--- src/rtl/issue_queue_free_index_list_if.sv ---
// Allocation/release bundle between the issue-queue free index list and its callers.
interface issue_queue_free_index_list_if #(
  parameter int unsigned INDEX_WIDTH = 4,
  parameter int unsigned POP_WIDTH   = 2,
  parameter int unsigned PUSH_WIDTH  = 4
);
  logic                              refill;
  logic [POP_WIDTH-1:0]              pop;
  logic [POP_WIDTH*INDEX_WIDTH-1:0]  poppedData;
  logic [PUSH_WIDTH-1:0]             push;
  logic [PUSH_WIDTH*INDEX_WIDTH-1:0] pushedData;
  logic [INDEX_WIDTH:0]              count;
  logic                              ready;
  logic                              underflow;
  logic                              overflow;

  modport master (
    output refill, pop, push, pushedData,
    input  poppedData, count, ready, underflow, overflow
  );

  modport slave (
    input  refill, pop, push, pushedData,
    output poppedData, count, ready, underflow, overflow
  );
endinterface

--- src/rtl/issue_queue_free_index_list.sv ---
// Circular free list of issue-queue indices: multi-port pop/push, self-initialising to 0..SIZE-1.
module issue_queue_free_index_list #(
  parameter int unsigned SIZE           = 16,
  parameter int unsigned INDEX_WIDTH    = 4,
  parameter int unsigned POP_WIDTH      = 2,
  parameter int unsigned PUSH_WIDTH     = 4,
  parameter int unsigned INIT_PER_CYCLE = 4
) (
  input logic clk,
  input logic rst,
  issue_queue_free_index_list_if.slave bus
);
  localparam int unsigned CW          = INDEX_WIDTH + 1;
  localparam int unsigned RW          = CW + 2;
  localparam int unsigned INIT_CYCLES = SIZE / INIT_PER_CYCLE;

  typedef enum logic {INIT, READY} state_t;

  state_t                 state, state_next;
  logic [INDEX_WIDTH-1:0] mem [SIZE];
  logic [INDEX_WIDTH-1:0] head, tail;
  logic [INDEX_WIDTH-1:0] init_cnt;
  logic [INDEX_WIDTH-1:0] init_base;
  logic [CW-1:0]          count;
  logic                   underflow, overflow;
  logic                   init_last;
  logic [POP_WIDTH-1:0]   pop_grant;
  logic [PUSH_WIDTH-1:0]  push_accept;
  logic [INDEX_WIDTH-1:0] push_addr [PUSH_WIDTH];
  logic [RW-1:0]          pop_n, push_n;

  assign init_last = (state == INIT) && (init_cnt == INDEX_WIDTH'(INIT_CYCLES - 1));
  assign init_base = INDEX_WIDTH'(init_cnt * INDEX_WIDTH'(INIT_PER_CYCLE));

  always_comb begin
    state_next = state;
    if (bus.refill)     state_next = INIT;
    else if (init_last) state_next = READY;
  end

  // Ranks count requested bits (not grants); push room is judged after this cycle's pops.
  always_comb begin
    logic [RW-1:0] seen;
    logic [RW-1:0] base;
    seen           = '0;
    base           = '0;
    pop_n          = '0;
    pop_grant      = '0;
    bus.poppedData = '0;
    for (int unsigned i = 0; i < POP_WIDTH; i++) begin
      if (state == READY)
        bus.poppedData[i*INDEX_WIDTH +: INDEX_WIDTH] = mem[head + INDEX_WIDTH'(seen)];
      if (bus.pop[i]) begin
        if ((state == READY) && (seen < RW'(count))) begin
          pop_grant[i] = 1'b1;
          pop_n        = pop_n + RW'(1);
        end
        seen = seen + RW'(1);
      end
    end
    base        = RW'(count) - pop_n;
    seen        = '0;
    push_n      = '0;
    push_accept = '0;
    for (int unsigned j = 0; j < PUSH_WIDTH; j++) begin
      push_addr[j] = tail + INDEX_WIDTH'(seen);
      if (bus.push[j]) begin
        if ((state == READY) && ((base + seen) < RW'(SIZE))) begin
          push_accept[j] = 1'b1;
          push_n         = push_n + RW'(1);
        end
        seen = seen + RW'(1);
      end
    end
  end

  always_ff @(posedge clk or negedge rst) begin
    if (!rst) begin
      state     <= INIT;
      init_cnt  <= '0;
      head      <= '0;
      tail      <= '0;
      count     <= '0;
      underflow <= 1'b0;
      overflow  <= 1'b0;
    end else begin
      state <= state_next;
      if (bus.refill) begin
        init_cnt <= '0;
        head     <= '0;
        tail     <= '0;
        count    <= '0;
      end else if (state == INIT) begin
        init_cnt <= init_cnt + INDEX_WIDTH'(1);
        if (init_last) begin
          init_cnt <= '0;
          head     <= '0;
          tail     <= '0;
          count    <= CW'(SIZE);
        end
      end else begin
        head  <= head + INDEX_WIDTH'(pop_n);
        tail  <= tail + INDEX_WIDTH'(push_n);
        count <= count - CW'(pop_n) + CW'(push_n);
        if (|(bus.pop & ~pop_grant))    underflow <= 1'b1;
        if (|(bus.push & ~push_accept)) overflow  <= 1'b1;
      end
    end
  end

  always_ff @(posedge clk) begin
    if (!bus.refill) begin
      if (state == INIT) begin
        for (int unsigned k = 0; k < INIT_PER_CYCLE; k++)
          mem[init_base + INDEX_WIDTH'(k)] <= init_base + INDEX_WIDTH'(k);
      end else begin
        for (int unsigned j = 0; j < PUSH_WIDTH; j++)
          if (push_accept[j])
            mem[push_addr[j]] <= bus.pushedData[j*INDEX_WIDTH +: INDEX_WIDTH];
      end
    end
  end

  assign bus.count     = count;
  assign bus.ready     = (state == READY);
  assign bus.underflow = underflow;
  assign bus.overflow  = overflow;
endmodule

--- src/flat_wrapper.sv ---
// flat-port wrapper written by rule: the top's interface ports become plain ports
module issue_queue_free_index_list_flat 
#(
  parameter int unsigned SIZE           = 16,
  parameter int unsigned INDEX_WIDTH    = 4,
  parameter int unsigned POP_WIDTH      = 2,
  parameter int unsigned PUSH_WIDTH     = 4,
  parameter int unsigned INIT_PER_CYCLE = 4
)
  (clk, rst, bus_refill, bus_pop, bus_push, bus_pushedData, bus_poppedData, bus_count, bus_ready, bus_underflow, bus_overflow);
  issue_queue_free_index_list_if #(.INDEX_WIDTH(INDEX_WIDTH), .POP_WIDTH(POP_WIDTH), .PUSH_WIDTH(PUSH_WIDTH)) bus_i ();
  input logic clk;
  input logic rst;
  input wire logic [$bits(bus_i.refill)-1:0] bus_refill;
  input wire logic [$bits(bus_i.pop)-1:0] bus_pop;
  input wire logic [$bits(bus_i.push)-1:0] bus_push;
  input wire logic [$bits(bus_i.pushedData)-1:0] bus_pushedData;
  output wire logic [$bits(bus_i.poppedData)-1:0] bus_poppedData;
  output wire logic [$bits(bus_i.count)-1:0] bus_count;
  output wire logic [$bits(bus_i.ready)-1:0] bus_ready;
  output wire logic [$bits(bus_i.underflow)-1:0] bus_underflow;
  output wire logic [$bits(bus_i.overflow)-1:0] bus_overflow;
  assign bus_i.refill = bus_refill;
  assign bus_i.pop = bus_pop;
  assign bus_i.push = bus_push;
  assign bus_i.pushedData = bus_pushedData;
  assign bus_poppedData = bus_i.poppedData;
  assign bus_count = bus_i.count;
  assign bus_ready = bus_i.ready;
  assign bus_underflow = bus_i.underflow;
  assign bus_overflow = bus_i.overflow;
  issue_queue_free_index_list #(.SIZE(SIZE), .INDEX_WIDTH(INDEX_WIDTH), .POP_WIDTH(POP_WIDTH), .PUSH_WIDTH(PUSH_WIDTH), .INIT_PER_CYCLE(INIT_PER_CYCLE)) u_core (.clk(clk), .rst(rst), .bus(bus_i));
endmodule
--- config.mk ---
export PLATFORM = sky130hd
export DESIGN_NAME = issue_queue_free_index_list_flat
export DESIGN_NICKNAME = d
export VERILOG_FILES = /design/src/rtl/issue_queue_free_index_list_if.sv /design/src/rtl/issue_queue_free_index_list.sv /design/src/flat_wrapper.sv
export SDC_FILE = /design/constraint.sdc
export NUM_CORES = 1
export LEC_CHECK = 0
export ABC_AREA = 1
export BUFFER_PORTS_ARGS = -buffer_cell sky130_fd_sc_hd__buf_2
export CORE_UTILIZATION = 35
export CTS_CLUSTER_SIZE = 40
export DETAILED_ROUTE_END_ITERATION = 6
export GPL_TIMING_DRIVEN = 0
export PLACE_DENSITY_LB_ADDON = 0.3
export SYNTH_ARGS = -nofsm -noshare
export SYNTH_HDL_FRONTEND = slang
export SYNTH_SLANG_ARGS = --single-unit
export TNS_END_PERCENT = 1
--- constraint.sdc ---
create_clock -name clk -period 6.1 [get_ports clk]
set_input_delay 1.22 -clock clk [delete_from_list [all_inputs] [get_ports clk]]
set_output_delay 1.22 -clock clk [all_outputs]
set_load 0.01 [all_outputs]
==> impl_results.md <==
- Multi-input logic area: roughly 6000 sq um
- Via count: around 9,800
- Crit-path max FO: 4
- Final Hold Viols: 0
- DR iter-0 viols: approximately 1,300
- Violated checks: DRC
- Critical Path AT: approximately 6300 ps
- Netlist cell types: between 40 and 50
- Net Count, Synth: about 1,500
- Ys async rst share: 23.8%
- First-pass GRT wire length: around 52 mm
- Gr usage total: 26.3%
- Number of synthesized flops with an enable pin: between 60 and 70
- Die ar.: 25,500 sq um
- GR Layer Usage met1: 38.0%
- Worst Hold Class: reg -> reg
- Initial Util: 35.7%
- Clock Pin Slew Worst Setup and Hold Paths: approximately 70 ps
- Part of the cycle the worst path needs: 98.0%
- Fin Hold WS: 458 ps
- Routability cong.: roughly 0.95
- Final TNS setup: 0 ps
- Post-synthesis sequential area ratio: 27.8%
- Later-pin clock latency in the skew report: approximately 340 ps
- DP Area: 9330 sq um
- CP endpoint kind: flip-flop
- Ys Warns: 0
- DP HPWL: between 20 and 30 mm
- Design Area, Final: ~10,000 sq um
- Fraction of layout cells with a size suffix above 1: around 16%
- Mapped Avg Cell Area: 6.28 sq um
- RSZ-0062 raised after global routing: true
- Post-Syn Instances: about 1,400
- Post-Place Cells: 1,749
- Met3 usage: between 2 and 3%
- Tmin final: between 5000 and 6000 ps
- Fin. max-slew vios: 0
- IO Port Bufs: 37
- FMAX: ~170 MHz
- Crit path max-delay family: adder cells
- Layout Cells excl Fill: ~1,800
- # diodes: 0
- Setup CP Type: in -> reg
- GRT Max-Usage Layer: met2
- Flops & latches, synth: 84
- Mean routed wirelength per cell: between 15 and 20 um
- Sequential Area: 2430 sq um
- Run status: finished with violations
- # DRC: 1
- PwrDens: 284 nW/um^2
- Die width: about 160 um
- Routed WL: 33.8 mm
- Clk buf depth: 2
- Antenna violations before repair: 0
- Worst Path Required: around 6400 ps
- Lkg Pwr: 4.99 nW
- Peak supply drop: between 0.00015 and 0.0002 V
- Total number of H-tree levels: 3
- Overflow left after global routing: 0
- Sink Count: 84
- Ys flop type: edfxtp_1
- Chip height: between 150 and 200 um
- Site row count: 57
- CTS buffer count: 9
- Slowest stage delay, CP: between 500 and 600 ps
- Slew HR: 46.4%
- Critical Path Source Type: input port
- Slew @ Worst Pin: roughly 800 ps
- CP bufs+invs: 6
- Filler cell count: around 2,600
- Largest net degree at the start of global routing: 21
- Final ANT Viol Nets: 0
- Worst Skew: 13.7 ps
- Drt pass-1 iters: 7
- Area growth, synth to finish: 16.8%
- Root Driver: clkbuf_16
- Vias in the first global route: roughly 9,000
- Cell area after synthesis: a little under 9000 sq um
- Finish-stage setup viols: 0
- Top Ports: a little over 40
- Core Box Area: between 20,000 and 25,000 sq um
- Slowest cell on crit path: fa_2
- Net count, final: about 1,500
- Vias per inst: 5.46
- GR met2 Demand/Resource: between 40% and 50%
- CTS tree: built
- Max_cap viols: 0
[per-stage QoR]
stage	setup slack, ps	utilization, %	power, W
floorplan	-0.620	-	0.00169
global placement	-745	38.3	0.00214
detailed placement	-828	38.3	0.00215
CTS	5.15	40.6	0.00280
global route	-140	41.7	0.00306
finish	123	41.7	0.00289
[worst register-to-register path, delay by kind of cell (launching register included)]
| family | cells | cell delay [ps] |
|---|---|---|
| xor gates and xnor gates | 1 | 180 |
| adders and majority gates | 8 | 2700 |
| buffers and inverters | 4 | 220 |
| and+or+nand+nor | 14 | 1570 |
| DFF | 1 | 430 |
| AOI/OAI and AO/OA | 7 | 740 |
[cells in the final DEF, fill, tap and decap left out, types with 15 or more instances in the layout]
cell | netlist | routed
nand4_1 | 23 | 23
nor2_2 | 21 | 19
o21ai_0 | 75 | 71
edfxtp_1 | 64 | 64
nand2_1 | 548 | 538
buf_4 | 1 | 32
ha_1 | 32 | 27
inv_1 | 111 | 105
inv_2 | 28 | 32
nand2_2 | 27 | 30
clkbuf_1 | 33 | 32
o211ai_1 | 15 | 15
nand3_1 | 156 | 153
buf_2 | 7 | 43
a21oi_1 | 74 | 71
dfrtp_1 | 20 | 16
nor2_4 | 9 | 16
nor2_1 | 61 | 56
[registers in the layout (all words and copies together) (netlist names)]
register,flops
u_core.mem,64
u_core.bus.underflow,1
u_core.tail,4
u_core.bus.count,5
u_core.init_cnt,4
u_core.head,4
u_core.bus.overflow,1
u_core.bus.ready,1
[power by group]
part	internal, W	switching [W]
logic	0.000392	0.00103
registers	0.000785	0.0000859
clock network	0.000365	0.000238
[area by class of cell]
| type | instances | share of cell area (%) |
|---|---|---|
| Multi-Input combinational cell | 1116 | 57.5 |
| Sequential cell | 84 | 23.8 |
| Inverter | 145 | 5.40 |
| Timing Repair Buffer | 68 | 4.25 |
| Tap cell | 324 | 3.98 |
| Clock buffer | 9 | 2.21 |
| Buffer | 43 | 1.79 |
| Clock inverter | 7 | 1.03 |
[cell usage after synthesis, drive strengths merged, types with 11 or more instances]
cell type  number  share of area (%)
nand4          25                1.9
xor2           14                1.4
nor3           11               0.89
clkbuf         33                1.4
o21ai          80                4.8
dfrtp          20                5.7
o211ai         15                1.3
ha             32                4.6
nor2           91                5.3
nand3         159                9.4
a21oi          74                4.2
inv           139                6.0
nand2         575                 26
edfxtp         64                 22
[worst paths after layout]
check / start / to / slack (ps) / cells past startpoint
min: u_core.bus.overflow / u_core.bus.overflow / 460 / 1
min in group asynchronous: rst / u_core.bus.count[2] / 830 / 1
max reg2reg: u_core.bus.count[2] / u_core.bus.count[4] / 210 / 34
max: bus_pop[0] / u_core.bus.count[4] / 120 / 34
max in group asynchronous: rst / u_core.bus.count[3] / 4920 / 1
min reg2reg: u_core.bus.overflow / u_core.bus.overflow / 460 / 1
[cell families (layout without fill, tap and decap cells)]
kind of cell	after synthesis	after routing	share of synthesized area, %
DFF	84	84	27.8
adders and majority gates	39	39	6.20
xor gates and xnor gates	19	19	1.91
and+or+nand+nor	867	867	43.5
buffers and inverters	188	272	8.33
AOI/OAI and AO/OA	191	191	12.3
[repair_timing]
action / in CTS / in global routing
hold buffers: 0 / 0
resized for setup: 23 / 44
buffers inserted: 19 / 12
endpoints found under the hold margin: 0 / 0
pin swaps: 17 / 20
setup endpoints to repair: 5 / 133
[metal layers]
layer  vias to the layer above  part of all wire [%]  routed length, um
met5                         -                     0                  0
met4                         0                   3.3               1120
met3                        75                   7.6               2560
met2                       510                    43              14600
met1                      4502                    46              15500
li1                       4721                     -                  -
Power figures use the tool's default switching activity.
